### config.mk
export PLATFORM = sky130hd
export DESIGN_NAME = alu_4bit
export DESIGN_NICKNAME = d
export VERILOG_FILES = /design/src/rtl/alu_4bit.sv
export SDC_FILE = /design/constraint.sdc
export NUM_CORES = 1
export LEC_CHECK = 0
export CORE_MARGIN = 2
export CORE_UTILIZATION = 49
export CTS_BUF_LIST = sky130_fd_sc_hd__clkbuf_4
export CTS_CLUSTER_SIZE = 28
export DETAILED_ROUTE_END_ITERATION = 6
export PLACE_DENSITY = 0.82
export SKIP_LAST_GASP = 1
export SLEW_MARGIN = 20
export SYNTH_ARGS = -nofsm -noshare
export SYNTH_HDL_FRONTEND = slang
export SYNTH_SLANG_ARGS = --single-unit
### constraint.sdc
create_clock -name clk -period 0.8 [get_ports clk]
set_input_delay 0.16 -clock clk [delete_from_list [all_inputs] [get_ports clk]]
set_output_delay 0.16 -clock clk [all_outputs]
set_load 0.05 [all_outputs]
### src/rtl/alu_4bit.sv
// alu_4bit: 4-bit ALU with 16 operations selected by m.
// The result and signed-overflow flag are registered, so both reflect the
// operands sampled on the previous rising edge of clk.
//
// Ports:
//   clk       in   1  rising-edge clock
//   rst       in   1  asynchronous active-high reset, clears r and overflow
//   a         in   4  operand A; sole source for shift/rotate ops
//   b         in   4  operand B; unused for m >= 8
//   cin       in   1  carry/borrow in; used only by ADD (m=0) and SUB (m=1)
//   m         in   4  operation select
//   r         out  4  registered result
//   overflow  out  1  registered signed-overflow flag
//
// Op map:
//   0 ADD   1 SUB   2 CMP(unsigned)   3 AND   4 OR   5 XOR   6 NOR   7 XNOR
//   8 SLL0  9 SLL1  10 SRL0  11 SRL1  12 SLA  13 SRA  14 ROL  15 ROR
module alu_4bit (
   input  logic       clk,
   input  logic       rst,
   input  logic [3:0] a,
   input  logic [3:0] b,
   input  logic       cin,
   input  logic [3:0] m,
   output logic [3:0] r,
   output logic       overflow
);

   logic [3:0] sum;
   logic [3:0] diff;
   logic [3:0] r_nxt;
   logic       ov_nxt;

   // Carry/borrow out of bit 3 is intentionally dropped: results wrap mod 16.
   assign sum  = a + b + {3'b000, cin};
   assign diff = a - b - {3'b000, cin};

   always_comb begin
      r_nxt  = 4'b0000;
      ov_nxt = 1'b0;
      case (m)
         4'd0: begin
            r_nxt  = sum;
            ov_nxt = (a[3] == b[3]) && (sum[3] != a[3]);
         end
         4'd1: begin
            r_nxt  = diff;
            ov_nxt = (a[3] != b[3]) && (diff[3] != a[3]);
         end
         4'd2:  r_nxt = {1'b0, (a > b), (a == b), (a < b)};
         4'd3:  r_nxt = a & b;
         4'd4:  r_nxt = a | b;
         4'd5:  r_nxt = a ^ b;
         4'd6:  r_nxt = ~(a | b);
         4'd7:  r_nxt = ~(a ^ b);
         4'd8:  r_nxt = {a[2:0], 1'b0};
         4'd9:  r_nxt = {a[2:0], 1'b1};
         4'd10: r_nxt = {1'b0, a[3:1]};
         4'd11: r_nxt = {1'b1, a[3:1]};
         4'd12: begin
            // Arithmetic left shift overflows when the sign bit changes.
            r_nxt  = {a[2:0], 1'b0};
            ov_nxt = a[3] ^ a[2];
         end
         4'd13: r_nxt = {a[3], a[3:1]};
         4'd14: r_nxt = {a[2:0], a[3]};
         4'd15: r_nxt = {a[0], a[3:1]};
         default: begin
            r_nxt  = 4'b0000;
            ov_nxt = 1'b0;
         end
      endcase
   end

   always_ff @(posedge clk or posedge rst) begin
      if (rst) begin
         r        <= 4'b0000;
         overflow <= 1'b0;
      end else begin
         r        <= r_nxt;
         overflow <= ov_nxt;
      end
   end

endmodule

* Word level (Yosys, flattened, before mapping) *
Index checks and enable logic that the tools add are counted.
W data, S select, Z words.

storage, ports and cells
  register bits after elaboration = 5
  input port bits = 15
  output and inout port bits = 5
  logic and storage cells = 40

cells by class
  add/sub/neg operators = 4
  $lt $le $gt $ge = 2
  equality and inequality tests = 20
  muxes and demuxes = 2
  bitwise operators = 6
  reductions and logical operators = 4

operator list
  operator              count
  $pmux W4 S15          1
  $eq A4 B4 Y1 const B  8
  $eq A4 B3 Y1 const B  4
  $eq A4 B2 Y1 const B  2
  $not A4 Y4            2
  $add A4 B1 Y4         1
  $add A4 B4 Y4         1
  $and A4 B4 Y4         1
  $eq A4 B1 Y1 const B  1
  $eq A4 B4 Y1          1
  $gt A4 B4 Y1          1
  $logic_not A4 Y1      1
  $lt A4 B4 Y1          1
  $or A4 B4 Y4          1
  $sub A4 B1 Y4         1
  $sub A4 B4 Y4         1
  $xor A4 B4 Y4         1
  $ne A1 B1 Y1          3
  $pmux W1 S3           1
  $logic_and A1 B1 Y1   2
  $reduce_or A2 Y1      1
  $eq A1 B1 Y1          1
  $xor A1 B1 Y1         1

* Depth between registers and ports, before layout *
  depth after elaboration = 5
  mapped depth = 11
  mapped depth without buffers = 11

* Worst setup path after synthesis *
Ideal clock, no wire load.

  path type = input port to flip-flop
  from = input port a[0]
  to = register r[1]
  setup time = 0.094 ns
  arrival time = 2.273 ns
  required time = 0.706 ns
  path slack = -1.566 ns
  cell stages on the path = 10
  buffers on the path = 0
  cell sequence = inv_1 > fa_1 > inv_1 > ha_1 > nor2_1 > fa_1 > mux2_2 > a221oi_1 > nor3_1 > a221oi_2

on the way
  longest elaborated chain between the ends = 3
  elaborated cells on any way between the ends = 6
  classes of those cells = add/sub (4); eq/ne (1); mux (1)

RTL lines
  element                                                RTL line  source
  start, declared                                        21        input logic [3:0] a,
  $sub A4 B4 Y4 / $add A4 B4 Y4 (equally long branches)  36, 35
  $sub A4 B1 Y4 / $add A4 B1 Y4 (equally long branches)  36, 35
  $pmux W4 S15 (*)                                       41        case (m)
  net r_nxt[1]                                           31        logic [3:0] r_nxt;
  end signal, assigned                                   80        r <= r_nxt;
  end, declared                                          25        output logic [3:0] r,

Mark *: on every way through the listed nets, which the timed path passes. The rest lies on a longest branch.

* Worst setup path in the final report *
Same ends and word-level chain as after synthesis.

==> flow_summary.json <==
{
  "path_delay_family": "adder cells",
  "die_area_sq_um": 2810,
  "fp.dieW_um": 53.0,
  "combPwrFrac_pct": 69.6,
  "synthCells": 139,
  "switchingPower_uw": 905,
  "core_sq_um": 2230,
  "ant_nets": 0,
  "drc": 0,
  "fmax_mhz": 436,
  "drive_above_1_share_pct": 46.3,
  "slew_violations": 0,
  "wire_per_inst_um": 21.6,
  "root_buffer": "clkbuf_4",
  "drt_iter0_markers": 101,
  "leakage_nw": 0.941,
  "syn_nets": 174,
  "port_buffers": 19,
  "postSynthAreaPerCell_sq_um": 8.48,
  "crit_chain": "buf_6 -> inv_4 -> fa_2 -> buf_6 -> ha_4 -> nor2_4 -> fa_2 -> mux2_4 -> a221oi_4 -> nor3_2 -> a221oi_2",
  "grt_usage_pct": 32.9,
  "violations": "negative setup slack",
  "dp.cells": 226,
  "required_ns": 0.95,
  "power.share.clock_pct": 15.6,
  "first_global_vias": 1404,
  "diodes": 0,
  "arrival_ns": 2.44,
  "cp_slowest_cell": "fa_2",
  "row_count": 17,
  "rsz0062_at_grt": "true",
  "dp_hpwl_mm": 3.27,
  "netlist_area_sq_um": 1180,
  "irDropWorstVdd_mv": 1.08,
  "yosysSeqAreaShare_pct": 10.6,
  "hold-worst-slack_ns": 0.129,
  "clk_pin_slew_ns": 0.05,
  "post-route-util_pct": 87.7,
  "seq_power_share_pct": 14.8,
  "dr.pass1.iters": 7,
  "antenna_found_initial": 0,
  "finalSetupViolations": 10,
  "synth_ff_type": "dfrtp_1",
  "h-tree-depth": 1,
  "ios": 20,
  "status": "finished with violations",
  "wirelength_mm": 5.03,
  "post-route-min-period_ns": 2.29,
  "period_share_pct": 287,
  "min_path_type": "primary input to async pin",
  "gp_congestion": 0.951,
  "start_util_pct": 52.8,
  "layout.nets": 241,
  "synthDistinctLibCells": 44,
  "async_flop_share_pct": 100,
  "cp_max_fo": 3,
  "finalWorstSetupSlack_ns": -1.49,
  "hold_violations": 0,
  "path_buf_inv": 3,
  "cts_tree": "built",
  "grt_pass1_wl_mm": 6.60,
  "area_growth_pct": 66.2,
  "switching_share_pct": 41.6,
  "ys_ff_latch": 5,
  "setup.worst_path.end_class": "flip-flop",
  "synth-edff-count": 0,
  "clockBufferDepth": 2,
  "startpoint_type": "primary input",
  "drv_cap": 0,
  "grt_max_degree": 15,
  "timing.slew.headroom_pct": 70.8,
  "instances_no_fill": 233,
  "cts_buffers": 3,
  "tightestPinTransition_ns": 0.434,
  "clock-sinks": 5,
  "power_density_nw_per_um2": 1110,
  "pre_cts_ws_ns": -2.08,
  "p_int_mw": 1.27,
  "die_y_um": 53.0,
  "slowest_delay_ns": 0.47,
  "fillers": 86,
  "vias_per_cell": 6.27,
  "ys.warnings.count": 0,
  "vias": 1460,
  "grt_overflow": 0,
  "criticalPathCategory": "primary input to flip-flop"
}
## metrics by stage
step / power, mW / cell area, sq um / TNS [ns]
2_1_floorplan: 0.972 / 1200 / -5.71
3_3_place_gp: 1.49 / 1760 / -8.66
3_5_place_dp: 1.56 / 1760 / -9.32
4_1_cts: 1.99 / 1870 / -6.54
5_1_grt: 2.28 / 1960 / -7.29
6_report: 2.17 / 1960 / -6.95
## timing repair
item / in CTS / in global routing
hold buffers: 0 / 0
buffers inserted: 2 / 1
endpoints found under the setup margin: 10 / 10
gates resized for setup: 29 / 22
pin swaps: 6 / 12
gates cloned: 0 / 0
## metal layers
metal	GRT usage [%]	share of wire, %	vias up
met3	2.26	10	39
met2	61.0	47	126
met1	38.8	37	666
li1	-	-	629
met5	0	0	-
met4	12.4	5.7	0
## Yosys cell counts (4+ instances only)
library cell  count  area share [%]
a221oi_1          4             3.0
ha_1             16              17
o21ai_0           7             3.0
nor2b_1           5             2.7
nand2_1           8             2.5
inv_1            15             4.8
a21oi_1           6             2.5
buf_6             6             5.7
nor2_1            8             2.5
xnor2_1           4             3.0
dfrtp_1           5              11
fa_1              4             6.8
nor3_1            4             1.7
## worst paths after layout
path                       startpoint              to  slack [ns]  cells past startpoint
worst max-delay path             a[0]  r[1]$_DFF_PP0_       -1.49                     11
worst min-delay path              rst  r[1]$_DFF_PP0_        0.13                      2
max in group asynchronous         rst  r[2]$_DFF_PP0_        0.49                      2
min in group clk                  cin  r[0]$_DFF_PP0_        0.40                      3
## sequential cells by signal, summed over array words and instances, names as in the netlist
signal / flops
r: 4
overflow: 1
## power groups by stage
| stage | logic, mW | registers (mW) | clock network (mW) |
|---|---|---|---|
| 6_report | 1.51 | 0.321 | 0.339 |
| 5_1_grt | 1.59 | 0.323 | 0.365 |
| 4_1_cts | 1.33 | 0.319 | 0.346 |
| 3_5_place_dp | 1.23 | 0.321 | 0 |
| 3_3_place_gp | 1.17 | 0.319 | 0 |
| 2_1_floorplan | 0.553 | 0.419 | 0 |
## cell type report
cell class	instances	area, sq um	share of cell area [%]
Clock buffer	4	30.0	1.53
Multi-Input combinational cell	109	1060	54.0
Timing Repair Buffer	72	652	33.3
Tap cell	28	35.0	1.79
Sequential cell	5	125	6.39
Inverter	15	58.8	3.00
## placed cells by master, fill, tap and decap left out, drive strengths merged, types with 5 or more instances in the layout
cell type	n
a21oi	6
a221oi	5
buf	61
clkbuf	5
clkdlybuf4s50	7
dfrtp	5
ha	16
inv	15
nand2	8
nor2	8
nor2b	5
nor3	6
o21ai	7
## kinds of logic after synthesis
logic type      synth area share (%)
compound gates                  23.7
xor+xnor                        7.11
fa+ha+maj                       23.8
buf+inv                         12.4
flops                           10.6
mux                             2.76
simple gates                    19.6
(Power assumes the default switching activity.)
